===== config.mk =====
export PLATFORM = sky130hd
export DESIGN_NAME = i2s_sample_tx
export DESIGN_NICKNAME = d
export VERILOG_FILES = /design/src/rtl/i2s_tx_pkg.sv /design/src/rtl/i2s_sample_tx_bclk_gen.sv /design/src/rtl/i2s_sample_tx.sv
export SDC_FILE = /design/constraint.sdc
export NUM_CORES = 1
export LEC_CHECK = 0
export ABC_AREA = 1
export ABC_CLOCK_PERIOD_IN_PS = 2100
export BUFFER_PORTS_ARGS = -buffer_cell sky130_fd_sc_hd__buf_4
export CAP_MARGIN = 30
export CELL_PAD_IN_SITES_DETAIL_PLACEMENT = 1
export CELL_PAD_IN_SITES_GLOBAL_PLACEMENT = 1
export CORE_ASPECT_RATIO = 0.9
export CORE_MARGIN = 8
export CORE_UTILIZATION = 40
export CTS_BUF_LIST = sky130_fd_sc_hd__clkbuf_8
export DETAILED_ROUTE_END_ITERATION = 12
export GPL_TIMING_DRIVEN = 0
export HOLD_SLACK_MARGIN = 0.06
export PLACE_DENSITY = 0.76
export SLEW_MARGIN = 20
export SYNTH_ARGS = -nofsm -noshare
export SYNTH_HDL_FRONTEND = slang
export SYNTH_SLANG_ARGS = --single-unit

===== constraint.sdc =====
create_clock -name CLK -period 2.1 [get_ports CLK]
set_input_delay 0.21 -clock CLK [delete_from_list [all_inputs] [get_ports CLK]]
set_output_delay 0.21 -clock CLK [all_outputs]
set_load 0.005 [all_outputs]

===== src/rtl/i2s_tx_pkg.sv =====
// Shared types and parameter helpers for the I2S sample transmitter.
package i2s_tx_pkg;

    typedef enum logic {
        IDLE = 1'b0,
        RUN  = 1'b1
    } state_t;

    function automatic int frame_bits(input int slot_width);
        return 2 * slot_width;
    endfunction

    function automatic int cnt_width(input int slot_width);
        return $clog2(2 * slot_width);
    endfunction

    function automatic int div_width(input int bclk_div);
        return (bclk_div > 1) ? $clog2(bclk_div) : 1;
    endfunction

    function automatic bit params_ok(input int dw, input int sw, input int div);
        return (dw >= 1) && (dw <= sw) && (div >= 1);
    endfunction

endpackage


===== src/rtl/i2s_sample_tx_bclk_gen.sv =====
// Bit-clock divider: toggles bclk every BCLK_DIV cycles and strobes
// fall_evt in the cycle whose closing edge drives bclk from 1 to 0.
import i2s_tx_pkg::*;

module i2s_bclk_gen #(
    parameter int BCLK_DIV = 2
) (
    input  logic CLK,
    input  logic rst,
    input  logic en,
    output logic bclk,
    output logic fall_evt
);

    localparam int DW = div_width(BCLK_DIV);
    localparam logic [DW-1:0] DIV_LAST = DW'(BCLK_DIV - 1);

    logic [DW-1:0] div_cnt;
    logic          tc;

    assign tc       = (div_cnt == DIV_LAST);
    assign fall_evt = en && tc && bclk;

    always_ff @(posedge CLK or negedge rst) begin
        if (!rst) begin
            div_cnt <= '0;
            bclk    <= 1'b0;
        end else if (!en) begin
            div_cnt <= '0;
            bclk    <= 1'b0;
        end else if (tc) begin
            div_cnt <= '0;
            bclk    <= ~bclk;
        end else begin
            div_cnt <= div_cnt + 1'b1;
        end
    end

endmodule


===== src/rtl/i2s_sample_tx.sv =====
// Mono-to-stereo I2S serializer with a one-deep holding register.
// Define I2S_TX_UNDERRUN_HOLD_EN to repeat the last real sample on underrun.
import i2s_tx_pkg::*;

module i2s_sample_tx #(
    parameter int DATA_WIDTH = 32,
    parameter int SLOT_WIDTH = 32,
    parameter int BCLK_DIV   = 2
) (
    input  logic                  CLK,
    input  logic                  rst,
    input  logic                  en,
    input  logic [DATA_WIDTH-1:0] x,
    input  logic                  x_valid,
    output logic                  x_ready,
    output logic                  bclk,
    output logic                  lrclk,
    output logic                  sdata,
    output logic                  frame_start,
    output logic                  underrun
);

    localparam int FRAME_BITS = frame_bits(SLOT_WIDTH);
    localparam int CW         = cnt_width(SLOT_WIDTH);
    localparam logic [CW-1:0] LAST_BIT = CW'(FRAME_BITS - 1);
    localparam logic [CW-1:0] SLOT_B   = CW'(SLOT_WIDTH);

    if (!params_ok(DATA_WIDTH, SLOT_WIDTH, BCLK_DIV)) begin : g_bad_params
        $error("i2s_sample_tx: illegal DATA_WIDTH/SLOT_WIDTH/BCLK_DIV");
    end

    function automatic logic [SLOT_WIDTH-1:0] pad_slot(
        input logic [DATA_WIDTH-1:0] s
    );
        return SLOT_WIDTH'(s) << (SLOT_WIDTH - DATA_WIDTH);
    endfunction

    state_t                  state_q, state_d;
    logic                    fall_evt;
    logic [CW-1:0]           bit_cnt, bit_nxt;
    logic                    full_q;
    logic [DATA_WIDTH-1:0]   hold_q, frame_q;
    logic [DATA_WIDTH-1:0]   load_val, fill_val;
    logic [SLOT_WIDTH-1:0]   shift_q;
    logic                    accept;

    i2s_bclk_gen #(
        .BCLK_DIV (BCLK_DIV)
    ) u_bclk (
        .CLK      (CLK),
        .rst      (rst),
        .en       (en),
        .bclk     (bclk),
        .fall_evt (fall_evt)
    );

`ifdef I2S_TX_UNDERRUN_HOLD_EN
    logic [DATA_WIDTH-1:0] last_sample;

    always_ff @(posedge CLK or negedge rst) begin
        if (!rst) begin
            last_sample <= '0;
        end else if (frame_start && full_q) begin
            last_sample <= hold_q;
        end
    end

    assign fill_val = last_sample;
`else
    assign fill_val = '0;
`endif

    always_ff @(posedge CLK or negedge rst) begin
        if (!rst) state_q <= IDLE;
        else      state_q <= state_d;
    end

    always_comb begin
        state_d     = en ? RUN : IDLE;
        x_ready     = (state_q == RUN) && !full_q;
        accept      = x_valid && x_ready;
        frame_start = fall_evt && (bit_cnt == LAST_BIT);
        underrun    = frame_start && !full_q;
        bit_nxt     = (bit_cnt == LAST_BIT) ? '0 : bit_cnt + 1'b1;
        load_val    = full_q ? hold_q : fill_val;
    end

    // The shift register reloads at both slot starts, so sdata lags
    // bit_cnt by one position as I2S requires.
    always_ff @(posedge CLK or negedge rst) begin
        if (!rst) begin
            bit_cnt <= LAST_BIT;
            lrclk   <= 1'b0;
            sdata   <= 1'b0;
            full_q  <= 1'b0;
            hold_q  <= '0;
            frame_q <= '0;
            shift_q <= '0;
        end else if (!en) begin
            bit_cnt <= LAST_BIT;
            lrclk   <= 1'b0;
            sdata   <= 1'b0;
            full_q  <= 1'b0;
            shift_q <= '0;
        end else begin
            if (fall_evt) begin
                bit_cnt <= bit_nxt;
                lrclk   <= (bit_nxt >= SLOT_B);
                sdata   <= shift_q[SLOT_WIDTH-1];
                if (frame_start)
                    shift_q <= pad_slot(load_val);
                else if (bit_nxt == SLOT_B)
                    shift_q <= pad_slot(frame_q);
                else
                    shift_q <= shift_q << 1;
            end
            if (frame_start) begin
                frame_q <= load_val;
                full_q  <= 1'b0;
            end
            if (accept) begin
                hold_q <= x;
                full_q <= 1'b1;
            end
        end
    end

endmodule


==> flow_summary.json <==
{
  "grt_max_degree": 57,
  "pwr-share-clk_pct": 24.8,
  "cp_max_fo": 10,
  "worst-path-buf-inv": 3,
  "routed_wl_um": 15500,
  "chipHeight_um": 122,
  "fin_crit_ps": 2240,
  "synth_nets": 623,
  "root_buffer": "clkbuf_8",
  "drive_above_1_share_pct": 29.6,
  "fin_nets": 740,
  "clk_pin_slew_ps": 100,
  "slowest_stage": "dfstp_2",
  "relSlewSlack_pct": 59.7,
  "crit_top_cell": "nand2_1",
  "whs_ps": 188,
  "swShare_pct": 31.0,
  "syn_inst": 585,
  "slowest_delay_ps": 580,
  "crit_type": "flip-flop to flip-flop",
  "ys_seq_area_share_pct": 54.1,
  "pre_cts_ws_ps": -136,
  "via_per_inst": 5.08,
  "power_mw": 5.28,
  "vdd_drop_max_uv": 389,
  "power.density_nw_per_um2": 780,
  "syn-cell-area_um2": 5010,
  "avgSynthCellArea_um2": 8.56,
  "instances_no_fill": 868,
  "drtIter0Drc": 221,
  "first_global_vias": 4662,
  "fin_skew_ps": 12.1,
  "synth_top_area_share_pct": 51.0,
  "drc": 0,
  "antenna_found_initial": 1,
  "worst_ep_required_time_ps": 2380,
  "ioPinCount": 42,
  "worst_pin_slew_ps": 604,
  "drv_slew": 0,
  "grt_usage_pct": 17.6,
  "final_common_cell": "nand2_1",
  "cp_data_arrival_time_ps": 2520,
  "p_sw_mw": 1.64,
  "setup_viol": 33,
  "cts.sink_count": 108,
  "grt_pass1_wl_um": 23000,
  "yosysTopAreaCell": "dfrtp_1",
  "fmaxAchievable_ghz": 0.447,
  "rsz0062_at_grt": "yes",
  "numCtsBuffers": 9,
  "via_count": 4411,
  "power.internal_mw": 3.65,
  "routedWlPerCell_um": 17.9,
  "status": "complete, but fails checks",
  "drtAntennaViolNets": 0,
  "clk_latency_ps": 390,
  "violations": "negative setup slack",
  "seqPwrFrac_pct": 51.2,
  "ys_types": 28,
  "die_w_um": 134,
  "overflow": 0,
  "dieArea_um2": 16400,
  "cap_viol_max_count": 0,
  "end_kind": "flip-flop",
  "placed_cells": 787,
  "rr_startpoint": "bit_cnt[0]$_DFFE_PN1P_",
  "setup_slack_ps": -136,
  "synthTopCellsByArea": "dfrtp_1 (51%), nand2_1 (15%), mux2_2 (7.2%)",
  "worstPathCellList": "ha_4, buf_6, nand2_4, a21oi_2, nand2_2, nor2_4, buf_4, buf_8, nand3_1, nand3_1, nand2_1, nand2_1, nand2_1",
  "htreeDepth": 3,
  "fin_crit_sh_pct": 106,
  "synth_seq_cells": 108,
  "synth_warnings": 0,
  "cpLargestDelayFamily": "simple AND/OR/NAND/NOR gates",
  "core_um2": 12100,
  "clock_path_buffers": 2,
  "combPwrFrac_pct": 24.0,
  "startpoint_type": "flip-flop",
  "start_util_pct": 41.3,
  "hold_path_class": "primary input to flip-flop",
  "crit_start": "bit_cnt[0]$_DFFE_PN1P_",
  "cts_tree": "built",
  "core.rowCount": 38,
  "syn2layout_area_growth_pct": 35.2,
  "place.gp.congestion": 0.793,
  "dp_hpwl_um": 8580,
  "p_leak_nw": 3.57,
  "most-common-layout-cells": "nand2_1 (170), dfrtp_1 (102), inv_1 (77)",
  "finalHoldViolCount": 0,
  "postLayoutCoreUtil_pct": 55.9,
  "dr.pass1.iters": 4,
  "port_buffers": 41,
  "min-delay-start": "en"
}
per-layer routing:
| layer | up-vias | share of wire (%) | GRT usage [%] |
|---|---|---|---|
| li1 | 2050 | - | - |
| met1 | 2249 | 42 | 20.9 |
| met2 | 80 | 51 | 30.9 |
| met3 | 32 | 4.6 | 5.23 |
| met4 | 0 | 2.3 | 4.06 |
| met5 | - | 0 | 0 |
Yosys cell counts:
cell	count
a211oi_1	1
a22o_1	1
buf_1	5
a21oi_1	4
buf_6	3
a31oi_1	1
inv_1	75
inv_2	3
dfrtp_1	102
nand3_1	69
dfstp_2	6
nand2_2	2
ha_1	2
o21ai_0	34
nand2_1	205
nand3_2	1
buf_4	3
mux2_2	32
o21ai_1	1
nor2_4	2
a22oi_1	1
clkbuf_1	7
nor2_1	10
nor2_2	2
buf_2	10
o31ai_1	1
nor2_8	1
nand4_1	1
tightest hold or removal path, cell delays in order:
cell and delay [ps]:
buf_4 80, buf_2 180, nand3_1 100
worst paths after layout:
check,endpoint,slack [ps],cells past startpoint
worst max-delay path,shift_q[12]$_DFFE_PN0P_,-140,13
worst min-delay path,bit_cnt[1]$_DFFE_PN1P_,190,3
worst max register to register,shift_q[12]$_DFFE_PN0P_,-140,13
worst min register to register,shift_q[27]$_DFFE_PN0P_,480,2
max in group asynchronous,bit_cnt[4]$_DFFE_PN1P_,1090,3
min in group asynchronous,hold_q[4]$_DFFE_PN0P_,330,2
cell type report:
class                           count  area [um^2]
Tap cell                          160          200
Buffer                             28          259
Clock buffer                       10          138
Timing Repair Buffer              106         1020
Fill cell                        1414         5350
Multi-Input combinational cell    371         2090
Clock inverter                      6         57.6
Antenna cell                        1         2.50
Inverter                           78          298
Sequential cell                   108         2710
power groups by stage:
stage / Combinational, mW / Clock [mW] / Sequential (mW)
finish: 1.27 / 1.31 / 2.70
detailed placement: 0.960 / 0 / 2.72
CTS: 1.06 / 1.35 / 2.68
global placement: 0.899 / 0 / 2.69
floorplan: 0.662 / 0 / 2.66
global route: 1.40 / 1.42 / 2.74
what timing repair did:
| item | in CTS | in global routing |
|---|---|---|
| setup buffers | 12 | 12 |
| endpoints found under the hold margin | 82 | 0 |
| gates cloned | 0 | 6 |
| hold buffers | 34 | 0 |
| setup endpoints to repair | 33 | 55 |
| resized for setup | 21 | 90 |
| pin swaps | 4 | 27 |
flip-flops by register name, summed over array words and instances, names as in the netlist:
signal          cells
u_bclk.div_cnt      1
hold_q             32
sdata               1
u_bclk.bclk         1
full_q              1
frame_q            32
shift_q            32
bit_cnt             6
lrclk               1
state_q             1
kinds of logic (layout without fill, tap and decap cells):
| logic type | after synthesis | in the layout | synth area share, % |
|---|---|---|---|
| other | 0 | 1 | 0 |
| muxes | 32 | 32 | 7.19 |
| adders and majority gates | 2 | 2 | 0.500 |
| AOI/OAI and AO/OA | 44 | 44 | 4.65 |
| DFF | 108 | 108 | 54.1 |
| buffers and inverters | 106 | 228 | 8.87 |
| and+or+nand+nor | 293 | 293 | 24.7 |
metrics by stage:
stage / setup TNS (ps) / cell area [um^2]
floorplan: 0 / 5010
global placement: -1930 / 5520
detailed placement: -2900 / 5550
CTS: -50.5 / 6250
global route: -5910 / 6770
finish: -1850 / 6770
Power figures use the tool's default switching activity.
